--- config.mk ---
export PLATFORM = sky130hd
export DESIGN_NAME = fp_ieee_packer
export DESIGN_NICKNAME = d
export VERILOG_FILES = /design/src/rtl/fp_format_pkg.sv /design/src/rtl/fp_ieee_encode_comb.sv /design/src/rtl/fp_ieee_packer.sv
export SDC_FILE = /design/constraint.sdc
export NUM_CORES = 1
export LEC_CHECK = 0
export CAP_MARGIN = 20
export CORE_ASPECT_RATIO = 0.6
export CORE_MARGIN = 2
export CORE_UTILIZATION = 50
export DETAILED_ROUTE_END_ITERATION = 10
export PLACE_DENSITY_LB_ADDON = 0.1
export SLEW_MARGIN = 20
export SYNTH_ARGS = -nofsm -noshare
export SYNTH_HDL_FRONTEND = slang
export SYNTH_HIERARCHICAL = 1
export SYNTH_SLANG_ARGS = --single-unit
--- constraint.sdc ---
create_clock -name clk -period 2.05 [get_ports clk]
set_clock_uncertainty 0.15 [all_clocks]
set_input_delay 0.41 -clock clk [delete_from_list [all_inputs] [get_ports clk]]
set_output_delay 0.41 -clock clk [all_outputs]
set_load 0.02 [all_outputs]
--- src/rtl/fp_format_pkg.sv ---
// Shared constants for the internal floating-point word and its IEEE-754 packing:
// exception codes, field widths, the canonical quiet NaN and sticky flag positions.
package fp_format_pkg;

    localparam int SIZE_MANTISSA        = 24;
    localparam int SIZE_EXPONENT        = 8;
    localparam int SIZE_EXCEPTION_FIELD = 2;
    localparam int SIZE_IN              = SIZE_MANTISSA + SIZE_EXPONENT + SIZE_EXCEPTION_FIELD;
    localparam int SIZE_OUT             = SIZE_MANTISSA + SIZE_EXPONENT;

    typedef enum logic [1:0] {
        EXC_ZERO          = 2'd0,
        EXC_NORMAL_NUMBER = 2'd1,
        EXC_INFINITY      = 2'd2,
        EXC_NAN           = 2'd3
    } exception_e;

    localparam logic [31:0] CANON_QNAN = 32'h7FC0_0000;

    localparam int NUM_FLAGS      = 3;
    localparam int FLAG_OVERFLOW  = 2;
    localparam int FLAG_UNDERFLOW = 1;
    localparam int FLAG_INEXACT   = 0;

endpackage

--- src/rtl/fp_ieee_encode_comb.sv ---
// Combinational conversion of one internal floating-point word to an IEEE-754 word,
// with the per-word overflow / underflow / inexact events it raises.
module fp_ieee_encode_comb
    import fp_format_pkg::*;
#(
    parameter int size_mantissa        = SIZE_MANTISSA,
    parameter int size_exponent        = SIZE_EXPONENT,
    parameter int size_exception_field = SIZE_EXCEPTION_FIELD,
    localparam int size_in             = size_mantissa + size_exponent + size_exception_field,
    localparam int size_out            = size_mantissa + size_exponent
) (
    input  logic [size_in-1:0]  number,
    output logic [size_out-1:0] ieee,
    output logic                overflow,
    output logic                underflow,
    output logic                inexact
);

    localparam int FW = size_mantissa - 1;

    logic [size_exception_field-1:0] exc_s;
    logic                            sign_s;
    logic [size_exponent-1:0]        exp_s;
    logic [FW-1:0]                   frac_s;
    logic [FW-1:0]                   sub_frac_s;
    logic                            guard_s;
    logic [size_out-2:0]             sub_mag_s;

    assign exc_s  = number[size_in-1 -: size_exception_field];
    assign sign_s = number[size_out-1];
    assign exp_s  = number[size_out-2 -: size_exponent];
    assign frac_s = number[FW-1:0];

    // 1.f x 2^(1-bias-1) becomes 0.1f x 2^(1-bias): shift the hidden bit in, keep f[0] as guard.
    assign sub_frac_s = {1'b1, frac_s[FW-1:1]};
    assign guard_s    = frac_s[0];
    // Tie-to-even increment; a carry out of the fraction lands in the exponent as 1.
    assign sub_mag_s  = {{size_exponent{1'b0}}, sub_frac_s}
                      + {{(size_out-2){1'b0}}, (guard_s & sub_frac_s[0])};

    // Select the IEEE encoding and event bits by exception class.
    always_comb begin
        ieee      = '0;
        overflow  = 1'b0;
        underflow = 1'b0;
        inexact   = 1'b0;
        case (exc_s)
            EXC_ZERO: begin
                ieee = {sign_s, {(size_out-1){1'b0}}};
            end
            EXC_INFINITY: begin
                ieee = {sign_s, {size_exponent{1'b1}}, {FW{1'b0}}};
            end
            EXC_NAN: begin
                ieee = {1'b0, {size_exponent{1'b1}}, 1'b1, {(FW-1){1'b0}}};
            end
            EXC_NORMAL_NUMBER: begin
                if (exp_s == {size_exponent{1'b1}}) begin
                    ieee     = {sign_s, {size_exponent{1'b1}}, {FW{1'b0}}};
                    overflow = 1'b1;
                    inexact  = 1'b1;
                end else if (exp_s == {size_exponent{1'b0}}) begin
                    ieee      = {sign_s, sub_mag_s};
                    underflow = 1'b1;
                    inexact   = guard_s;
                end else begin
                    ieee = {sign_s, exp_s, frac_s};
                end
            end
            default: begin
                ieee = '0;
            end
        endcase
    end

endmodule

--- src/rtl/fp_ieee_packer.sv ---
// Two-stage valid/ready pipeline packing internal floating-point words into IEEE-754 words,
// accumulating sticky overflow / underflow / inexact flags as words enter the output stage.
module fp_ieee_packer
    import fp_format_pkg::*;
#(
    parameter int size_mantissa        = SIZE_MANTISSA,
    parameter int size_exponent        = SIZE_EXPONENT,
    parameter int size_exception_field = SIZE_EXCEPTION_FIELD,
    localparam int size_in             = size_mantissa + size_exponent + size_exception_field,
    localparam int size_out            = size_mantissa + size_exponent
) (
    input  logic                 clk,
    input  logic                 rst_n,
    input  logic                 in_valid_i,
    output logic                 in_ready_o,
    input  logic [size_in-1:0]   number_i,
    output logic                 out_valid_o,
    input  logic                 out_ready_i,
    output logic [size_out-1:0]  ieee_o,
    input  logic                 clear_flags_i,
    output logic [NUM_FLAGS-1:0] flags_o
);

    logic [size_out-1:0]  enc_word_s;
    logic [NUM_FLAGS-1:0] enc_events_s;
    logic                 enc_overflow_s;
    logic                 enc_underflow_s;
    logic                 enc_inexact_s;

    logic                 s1_valid_r;
    logic [size_out-1:0]  s1_word_r;
    logic [NUM_FLAGS-1:0] s1_events_r;
    logic                 s2_valid_r;
    logic [size_out-1:0]  s2_word_r;
    logic [NUM_FLAGS-1:0] flags_r;

    logic                 s2_adv_s;
    logic                 s1_adv_s;
    logic                 in_accept_s;
    logic                 s1_move_s;

    fp_ieee_encode_comb #(
        .size_mantissa        (size_mantissa),
        .size_exponent        (size_exponent),
        .size_exception_field (size_exception_field)
    ) u_encode (
        .number    (number_i),
        .ieee      (enc_word_s),
        .overflow  (enc_overflow_s),
        .underflow (enc_underflow_s),
        .inexact   (enc_inexact_s)
    );

    assign enc_events_s[FLAG_OVERFLOW]  = enc_overflow_s;
    assign enc_events_s[FLAG_UNDERFLOW] = enc_underflow_s;
    assign enc_events_s[FLAG_INEXACT]   = enc_inexact_s;

    assign s2_adv_s    = !s2_valid_r || out_ready_i;
    assign s1_adv_s    = !s1_valid_r || s2_adv_s;
    assign in_accept_s = in_valid_i && s1_adv_s;
    assign s1_move_s   = s1_valid_r && s2_adv_s;

    // Stage 1: capture the encoded word and its events.
    always_ff @(posedge clk or negedge rst_n) begin
        if (!rst_n) begin
            s1_valid_r  <= 1'b0;
            s1_word_r   <= '0;
            s1_events_r <= '0;
        end else if (s1_adv_s) begin
            s1_valid_r <= in_valid_i;
            if (in_accept_s) begin
                s1_word_r   <= enc_word_s;
                s1_events_r <= enc_events_s;
            end
        end
    end

    // Stage 2: output register, held while the consumer stalls.
    always_ff @(posedge clk or negedge rst_n) begin
        if (!rst_n) begin
            s2_valid_r <= 1'b0;
            s2_word_r  <= '0;
        end else if (s2_adv_s) begin
            s2_valid_r <= s1_valid_r;
            if (s1_valid_r) begin
                s2_word_r <= s1_word_r;
            end
        end
    end

    // Sticky flags: a clear coinciding with new events keeps only the new events.
    always_ff @(posedge clk or negedge rst_n) begin
        if (!rst_n) begin
            flags_r <= '0;
        end else if (s1_move_s) begin
            flags_r <= clear_flags_i ? s1_events_r : (flags_r | s1_events_r);
        end else if (clear_flags_i) begin
            flags_r <= '0;
        end
    end

    assign in_ready_o  = s1_adv_s;
    assign out_valid_o = s2_valid_r;
    assign ieee_o      = s2_word_r;
    assign flags_o     = flags_r;

endmodule

### After elaboration in Yosys (flattened, before gate mapping)

Index checks and enable logic that the tools add are counted.

* logic and storage cells: 38
* output and inout bits: 37
* flip-flop bits (word level): 72

* bitwise logic cells: 2
* multiplexer cells: 14
* add/subtract/negate cells: 1
* equality and inequality tests: 4
* reductions and logical operators: 11

Operators with widths (number)
* $pmux 32 s4: 1
* $mux 31: 2
* $add 23x1->24: 1
* $mux 3: 3
* $eq 8x8->1 const B: 1
* $logic_not 8->1: 1
* $mux 1: 8
* $eq 2x2->1 const B: 2
* $reduce_and 2->1: 2
* $or 3x3->3: 1
* $eq 2x1->1 const B: 1
* $logic_and 1x1->1: 2
* $logic_not 1->1: 2
* $logic_not 2->1: 1
* $logic_or 1x1->1: 2
* $reduce_bool 2->1: 1
* $and 1x1->1: 1

### Logic depth before layout (Yosys ltp)

Gate-level depths: netlist (run 1).

* depth after elaboration: 5
* mapped depth: 6

### Hierarchy

The synthesis (run 1) kept the hierarchy.

Modules (own cells, without submodules)
* fp_ieee_packer: area each 2701.3 um2, cells each 160, times used 1, sequential area each 1801.7 um2
* fp_ieee_encode_comb: area each 970.9 um2, cells each 163, times used 1, sequential area each 0.0 um2

### Worst setup path after synthesis (run 1)

No wires, ideal clock.

* path type: input to register
* start point: input number_i[27]
* end point: register s1_word_r[0]
* stages: 6
* path slack: -0.154 ns
* arrival: 1.929 ns
* library setup time: 0.125 ns
* required time: 1.775 ns
* path through: or4_1 -> nor2_2 -> buf_2 -> mux2i_1 -> nor2_1 -> mux2_2

* longest elaborated chain between the ends: 4

RTL lines
* from (decl): line fp_ieee_packer.sv:16 `input logic [size_in-1:0] number_i,`
* $logic_not 8->1: line fp_ieee_encode_comb.sv:62 `end else if (exp_s == {size_exponent{1'b0}}) begin`
* $mux 31: line fp_ieee_encode_comb.sv:62
* $mux 31 *: line fp_ieee_encode_comb.sv:58 `if (exp_s == {size_exponent{1'b1}}) begin`
* $pmux 32 s4 *: line fp_ieee_encode_comb.sv:47 `case (exc_s)`
* via enc_word_s[0]: line fp_ieee_packer.sv:24 `logic [size_out-1:0] enc_word_s;`
* to (signal assigned): line fp_ieee_packer.sv:72 `s1_word_r <= enc_word_s;`
* to (decl): line fp_ieee_packer.sv:31 `logic [size_out-1:0] s1_word_r;`

The timed path passes the listed nets; every way through them passes the cells marked *.
A chain may end at the register's enable or synchronous reset.

### Worst setup path in the final report (run 1)

* start point: input number_i[2]
* end point: register s1_word_r[14]

* longest elaborated chain between the ends: 4

RTL lines
* $add 23x1->24: line fp_ieee_encode_comb.sv:39 `+ {{(size_out-2){1'b0}}, (guard_s & sub_frac_s[0])};`
* $mux 31: line fp_ieee_encode_comb.sv:62
* $mux 31: line fp_ieee_encode_comb.sv:58
* $pmux 32 s4: line fp_ieee_encode_comb.sv:47
* via enc_word_s[14]: line fp_ieee_packer.sv:24

The timed path passes the listed nets, and every way through them passes these cells.

==> results.json, run 1 <==
{
  "outcome": "finished, final reports clean",
  "antenna_found_initial": 0,
  "synth_seq_area_share": 0.4906,
  "hpwl_mm": 6.614,
  "ys_warn_count": 6,
  "ir_drop_mv": 0.7196,
  "final.period_utilization": 0.9838,
  "drcViolationCount": 0,
  "grt.total_usage": 0.2728,
  "wl_per_cell_um": 18.08,
  "cts_sinks": 72,
  "crit_fanout": 5,
  "pre_cts_ws_ps": -661.9,
  "rsz0062_at_grt": "yes",
  "cts_buffer_depth": 2,
  "synth_ff_type": "dfrtp_1",
  "synth.most_common_cell": "dfrtp_1",
  "ys_seq_elements": 72,
  "holdPathStages": 1,
  "gp_congestion": 0.8559,
  "grt_pass1_vias": 3348,
  "r2r_slack_ps": 460,
  "worst_slew_pin_slew_ps": 398.7,
  "clk_pin_slew_ps": 60,
  "synth_area_leader_cell": "dfrtp_1",
  "synth_area_um2": 3672,
  "die_area_um2": 8069,
  "fillCellCount": 482,
  "yosys-top-cells-area": "dfrtp_1, mux2_2, a21oi_1",
  "hold_violations": 0,
  "layout.nets": 513,
  "synth_top_area_share": 0.4906,
  "drv_cap": 0,
  "min_from": "s1_word_r[16]",
  "routed_via_density": 5.794,
  "drive_gt1_frac": 0.4226,
  "ios": 76,
  "slew_headroom": 0.7342,
  "io_buffer_count": 75,
  "synth_cells": 323,
  "cts_max_level": 3,
  "insertion_delay_ps": 330,
  "placedCellCount": 541,
  "avgSynthCellArea_um2": 11.37,
  "worstPathRequired_ps": 2110,
  "vias": 3297,
  "drt_wl_total_mm": 10.29,
  "async_flop_share": 1.000,
  "synth_edf_count": 0,
  "final_antenna_net_count": 0,
  "synth_cell_types": 52,
  "slowest_stage": "or4_4",
  "maxSlewViolCount": 0,
  "end_kind": "register",
  "slowest_delay_ps": 580,
  "grt_pass1_wl_mm": 16.82,
  "finalCriticalPeriod_ps": 2017,
  "setup_viol": 0,
  "synth_nets": 362,
  "cp_cell_sequence": "clkdlybuf4s15_1 > nand3_2 > buf_4 > or4_4 > mux2i_1 > o22ai_2 > mux2_4",
  "stdcell_count": 569,
  "core_region_area_um2": 7177,
  "critPathArrivalTime_ps": 2080,
  "setup.worst_path.start_class": "input pin",
  "fmax_mhz": 495.8,
  "grt_max_degree": 73,
  "hold_class": "register to register",
  "cts_tree": "done",
  "whs_ps": 346.4,
  "cp_top_family": "simple AND/OR/NAND/NOR gates",
  "n_antenna_cell": 0,
  "cp_num_buf_inv": 2,
  "ys_top_cells_by_count": "dfrtp_1, mux2_2, nand2_1",
  "rr_worst_depth": 5,
  "p_leak_uw": 0.002536,
  "grt-ovfl-total": 0,
  "start_util": 0.5117,
  "cts_root_buf": "clkbuf_16",
  "r2r-end": "s1_word_r[11]",
  "finalPower_uw": 4247,
  "fin_ws_ps": 33.22,
  "dieWidth_um": 114.6,
  "cts_buffers": 9,
  "die_y_um": 70.39,
  "r2r_start": "s1_valid_r",
  "powerDensity_nw_per_um2": 759.7,
  "whs_endpoint": "ieee_o[16]",
  "path_class": "input pin to register",
  "num_rows": 24,
  "drt-pass1-iter-count": 5,
  "first_iter_violations": 193,
  "syn2layout_area_growth_pct": 52.23
}
cell families after synthesis:
logic type	after synthesis	share of synthesized area
xor+xnor	2	0.004771
mux	71	0.2170
flops	72	0.4906
compound gates	62	0.1114
simple gates	92	0.1414
buf+inv	24	0.03475
layer usage:
metal | vias to the layer above | part of all wire | GRT usage
met5 | - | 0 | 0
met4 | 0 | 0.013 | 0.08808
met3 | 15 | 0.066 | 0.07465
met2 | 144 | 0.47 | 0.4149
met1 | 1634 | 0.45 | 0.3805
li1 | 1504 | - | -
timing repair:
item	CTS	global route
endpoints found under the hold margin	72	0
resized for setup	51	27
gates cloned	4	0
pin swaps	13	15
hold buffers	1	0
buffers inserted	5	3
setup endpoints to repair	25	15
placed cells by master, fill, tap and decap left out, types with 3 or more instances in the layout:
master           netlist  routed
a21o_1                 7       7
a21oi_1               14      13
a31oi_1                5       4
and2_1                 3       3
buf_12                 0       6
buf_2                  3       3
buf_4                  3      68
buf_6                  3       4
clkbuf_1               8       3
clkbuf_16              0       9
clkbuf_2               0       5
clkdlybuf4s15_1        0       4
clkdlybuf4s50_1        0      47
dfrtp_1               72      72
dlygate4sd2_1          0      14
dlymetal6s2s_1         0       4
inv_1                  7       7
mux2_2                69      63
mux2_4                 0       6
nand2_1               18      16
nand2b_1               5       4
nand3_1               12       9
nand3_2                0       3
nand3b_1               3       3
nand4_1                6       6
nor2_1                13      13
nor3_1                 4       4
nor4_1                 6       3
nor4_2                 1       3
o211ai_1               3       3
o21ai_0               14      13
or4_4                  0       4
metrics by stage:
| stage | util | instance area [µm²] | setup TNS (ps) |
|---|---|---|---|
| floorplan | - | 3707 | -74.10 |
| global placement | 0.7035 | 5049 | -12560 |
| detailed placement | 0.7035 | 5049 | -12860 |
| CTS | 0.7714 | 5537 | -49.11 |
| global route | 0.7789 | 5590 | -28.33 |
| finish | 0.7789 | 5590 | 0 |
registers in the layout (all words and copies together), names as in the netlist:
register / cells
flags_o: 3
ieee_o: 32
out_valid_o: 1
s1_events_r: 3
s1_valid_r: 1
s1_word_r: 32
worst max path at each step:
stage                       from  slack (ps)            end  cells past startpoint
finish               number_i[2]          30  s1_word_r[14]                      7
global route        number_i[24]         -20  s1_word_r[19]                      7
floorplan           number_i[27]         -50   s1_word_r[0]                      6
CTS                 number_i[16]         -30  s1_word_r[22]                      7
detailed placement   number_i[8]        -660  s1_word_r[19]                      6
global placement     number_i[8]        -660  s1_word_r[19]                      6
final cells by class:
class                           count  area (µm²)  area share
Multi-Input combinational cell    227        1927      0.3447
Clock buffer                       12       236.5     0.04230
Timing Repair Buffer              157        1441      0.2578
Clock inverter                      3       43.79    0.007833
Tap cell                           91       113.9     0.02037
Sequential cell                    72        1802      0.3223
Inverter                            7       26.28    0.004700
report_power, final:
| group | switching, µW | total, µW | internal, µW |
|---|---|---|---|
| Clock | 564 | 1500 | 936 |
| Combinational | 477 | 1040 | 561 |
| Sequential | 100 | 1710 | 1610 |
| Total | 1140 | 4250 | 3110 |
Power figures use the tool's default switching activity.
==> run 2: changes to the inputs <==
--- a/config.mk
+++ b/config.mk
@@ -11,7 +11,7 @@
 export CORE_UTILIZATION = 50
 export DETAILED_ROUTE_END_ITERATION = 10
 export PLACE_DENSITY_LB_ADDON = 0.1
-export SLEW_MARGIN = 20
+export SLEW_MARGIN = 10
 export SYNTH_ARGS = -nofsm -noshare
 export SYNTH_HDL_FRONTEND = slang
 export SYNTH_HIERARCHICAL = 1
==> constraint.sdc (replaced) <==
create_clock -name clk -period 2.55 [get_ports clk]
set_clock_uncertainty 0.15 [all_clocks]
set_input_delay 0.51 -clock clk [delete_from_list [all_inputs] [get_ports clk]]
set_output_delay 0.51 -clock clk [all_outputs]
set_load 0.02 [all_outputs]
==> results.json, run 2 (synthesis results as in run 1) <==
{
  "maxSlewViolCount": 0,
  "core_region_area_um2": 7177,
  "powerDensity_nw_per_um2": 654.9,
  "setup.worst_path.start_class": "input pin",
  "grt_pass1_vias": 3048,
  "dieWidth_um": 114.6,
  "stdcell_area_um2": 5206,
  "drv_cap": 0,
  "io_buffer_count": 75,
  "grt_max_degree": 73,
  "postCtsSetupRepairBufs": 0,
  "stdcell_count": 545,
  "switching_share": 0.2596,
  "first_iter_violations": 168,
  "worstPathRequired_ps": 2620,
  "cts_tree": "done",
  "critPathArrivalTime_ps": 2510,
  "path_class": "input pin to register",
  "layout.nets": 488,
  "n_antenna_cell": 0,
  "grt_pass1_wl_mm": 15.03,
  "wl_per_cell_um": 16.70,
  "cts_sinks": 72,
  "hpwl_mm": 6.527,
  "final_antenna_net_count": 0,
  "drt_wl_total_mm": 9.103,
  "vias": 3041,
  "cts_max_level": 3,
  "grt-ovfl-total": 0,
  "drcViolationCount": 0,
  "placed_cell_area_um2": 4896,
  "p_int_uw": 2525,
  "drt-pass1-iter-count": 4,
  "cts_hold_buf": 0,
  "routed_via_density": 5.580,
  "rsz0062_at_grt": "no",
  "tns_ps": 0,
  "slew_headroom": 0.7410,
  "cts_root_buf": "clkbuf_16",
  "start_util": 0.5117,
  "grt.total_usage": 0.2443,
  "die_area_um2": 8069,
  "ir_drop_mv": 0.5647,
  "mostFrequentLayoutCells": "clkdlybuf4s50_1, dfrtp_1, mux2_2",
  "ios": 76,
  "placedCellCount": 529,
  "finalCriticalPeriod_ps": 2444,
  "syn2layout_area_growth_pct": 41.77,
  "final.period_utilization": 0.9582,
  "p_seq_frac": 0.403,
  "die_y_um": 70.39,
  "cts.repair.resized": 0,
  "finalCoreUtilization": 0.7254,
  "clk_pin_slew_ps": 50,
  "whs_ps": 39.32,
  "cts_buffers": 9,
  "hold_violations": 0,
  "outcome": "finished, final reports clean",
  "setup_viol": 0,
  "cts_buffer_depth": 2,
  "worst_slew_pin_slew_ps": 388.5,
  "antenna_found_initial": 0,
  "gp_congestion": 0.8634,
  "clkPwrFrac": 0.370,
  "p_sw_uw": 885.1,
  "end_kind": "register",
  "crit_fanout": 11,
  "num_rows": 24,
  "fmax_mhz": 409.2,
  "hold_class": "input pin to asynchronous set/reset pin",
  "drive_gt1_frac": 0.3392,
  "pwr-share-comb": 0.228,
  "insertion_delay_ps": 330,
  "final_common_cell": "clkdlybuf4s50_1",
  "p_leak_uw": 0.002283
}
run 2: power groups by stage:
| stage | registers [µW] | clock network, µW | logic, µW |
|---|---|---|---|
| finish | 1370 | 1260 | 777 |
| global route | 1390 | 1340 | 831 |
| CTS | 1370 | 1290 | 782 |
| detailed placement | 1390 | 0 | 777 |
| global placement | 1380 | 0 | 761 |
| floorplan | 1490 | 0 | 268 |
run 2: critical path, stage by stage:
cell and delay (ps):
clkdlybuf4s50_1 470, or4_1 600, nor2_2 200, buf_4 220, mux2i_1 190, nor2_1 60, mux2_2 260
run 2: metrics by stage:
| stage | setup slack [ps] | power, µW |
|---|---|---|
| after CTS | 72.61 | 3448 |
| final | 106.5 | 3410 |
| after detailed placement | -284.3 | 2169 |
| after global routing | 28.00 | 3564 |
| after floorplan | 245.9 | 1760 |
| after global placement | -243.1 | 2143 |
run 2: final timing paths:
path	to	cells past startpoint	start	slack [ps]
min	flags_o[1]	2	rst_n	40
min in group clk	ieee_o[18]	1	ieee_o[18]	350
max in group asynchronous	s1_word_r[8]	2	rst_n	1890
min reg2reg	ieee_o[18]	1	ieee_o[18]	350
max reg2reg	s1_word_r[21]	4	s1_valid_r	970
max	s1_word_r[0]	7	number_i[24]	110
run 2: layout make-up:
class | count | area, µm²
clock buffers | 13 | 260.3
flip-flops and latches | 72 | 1802
repair buffers | 132 | 1214
well taps | 91 | 113.9
inverters | 7 | 26.28
fillers | 536 | 1971
clock inverters | 3 | 40.04
multi-input cells | 227 | 1750
run 2: routing by layer:
metal  share of wire  vias to the layer above  track usage  wire (µm)
met2            0.44                      104       0.3563       4023
met5               0                        -            0          0
met3           0.064                       13      0.07986        582
li1                -                     1446            -          -
met1            0.48                     1478       0.3473       4373
met4           0.014                        0      0.07317        124
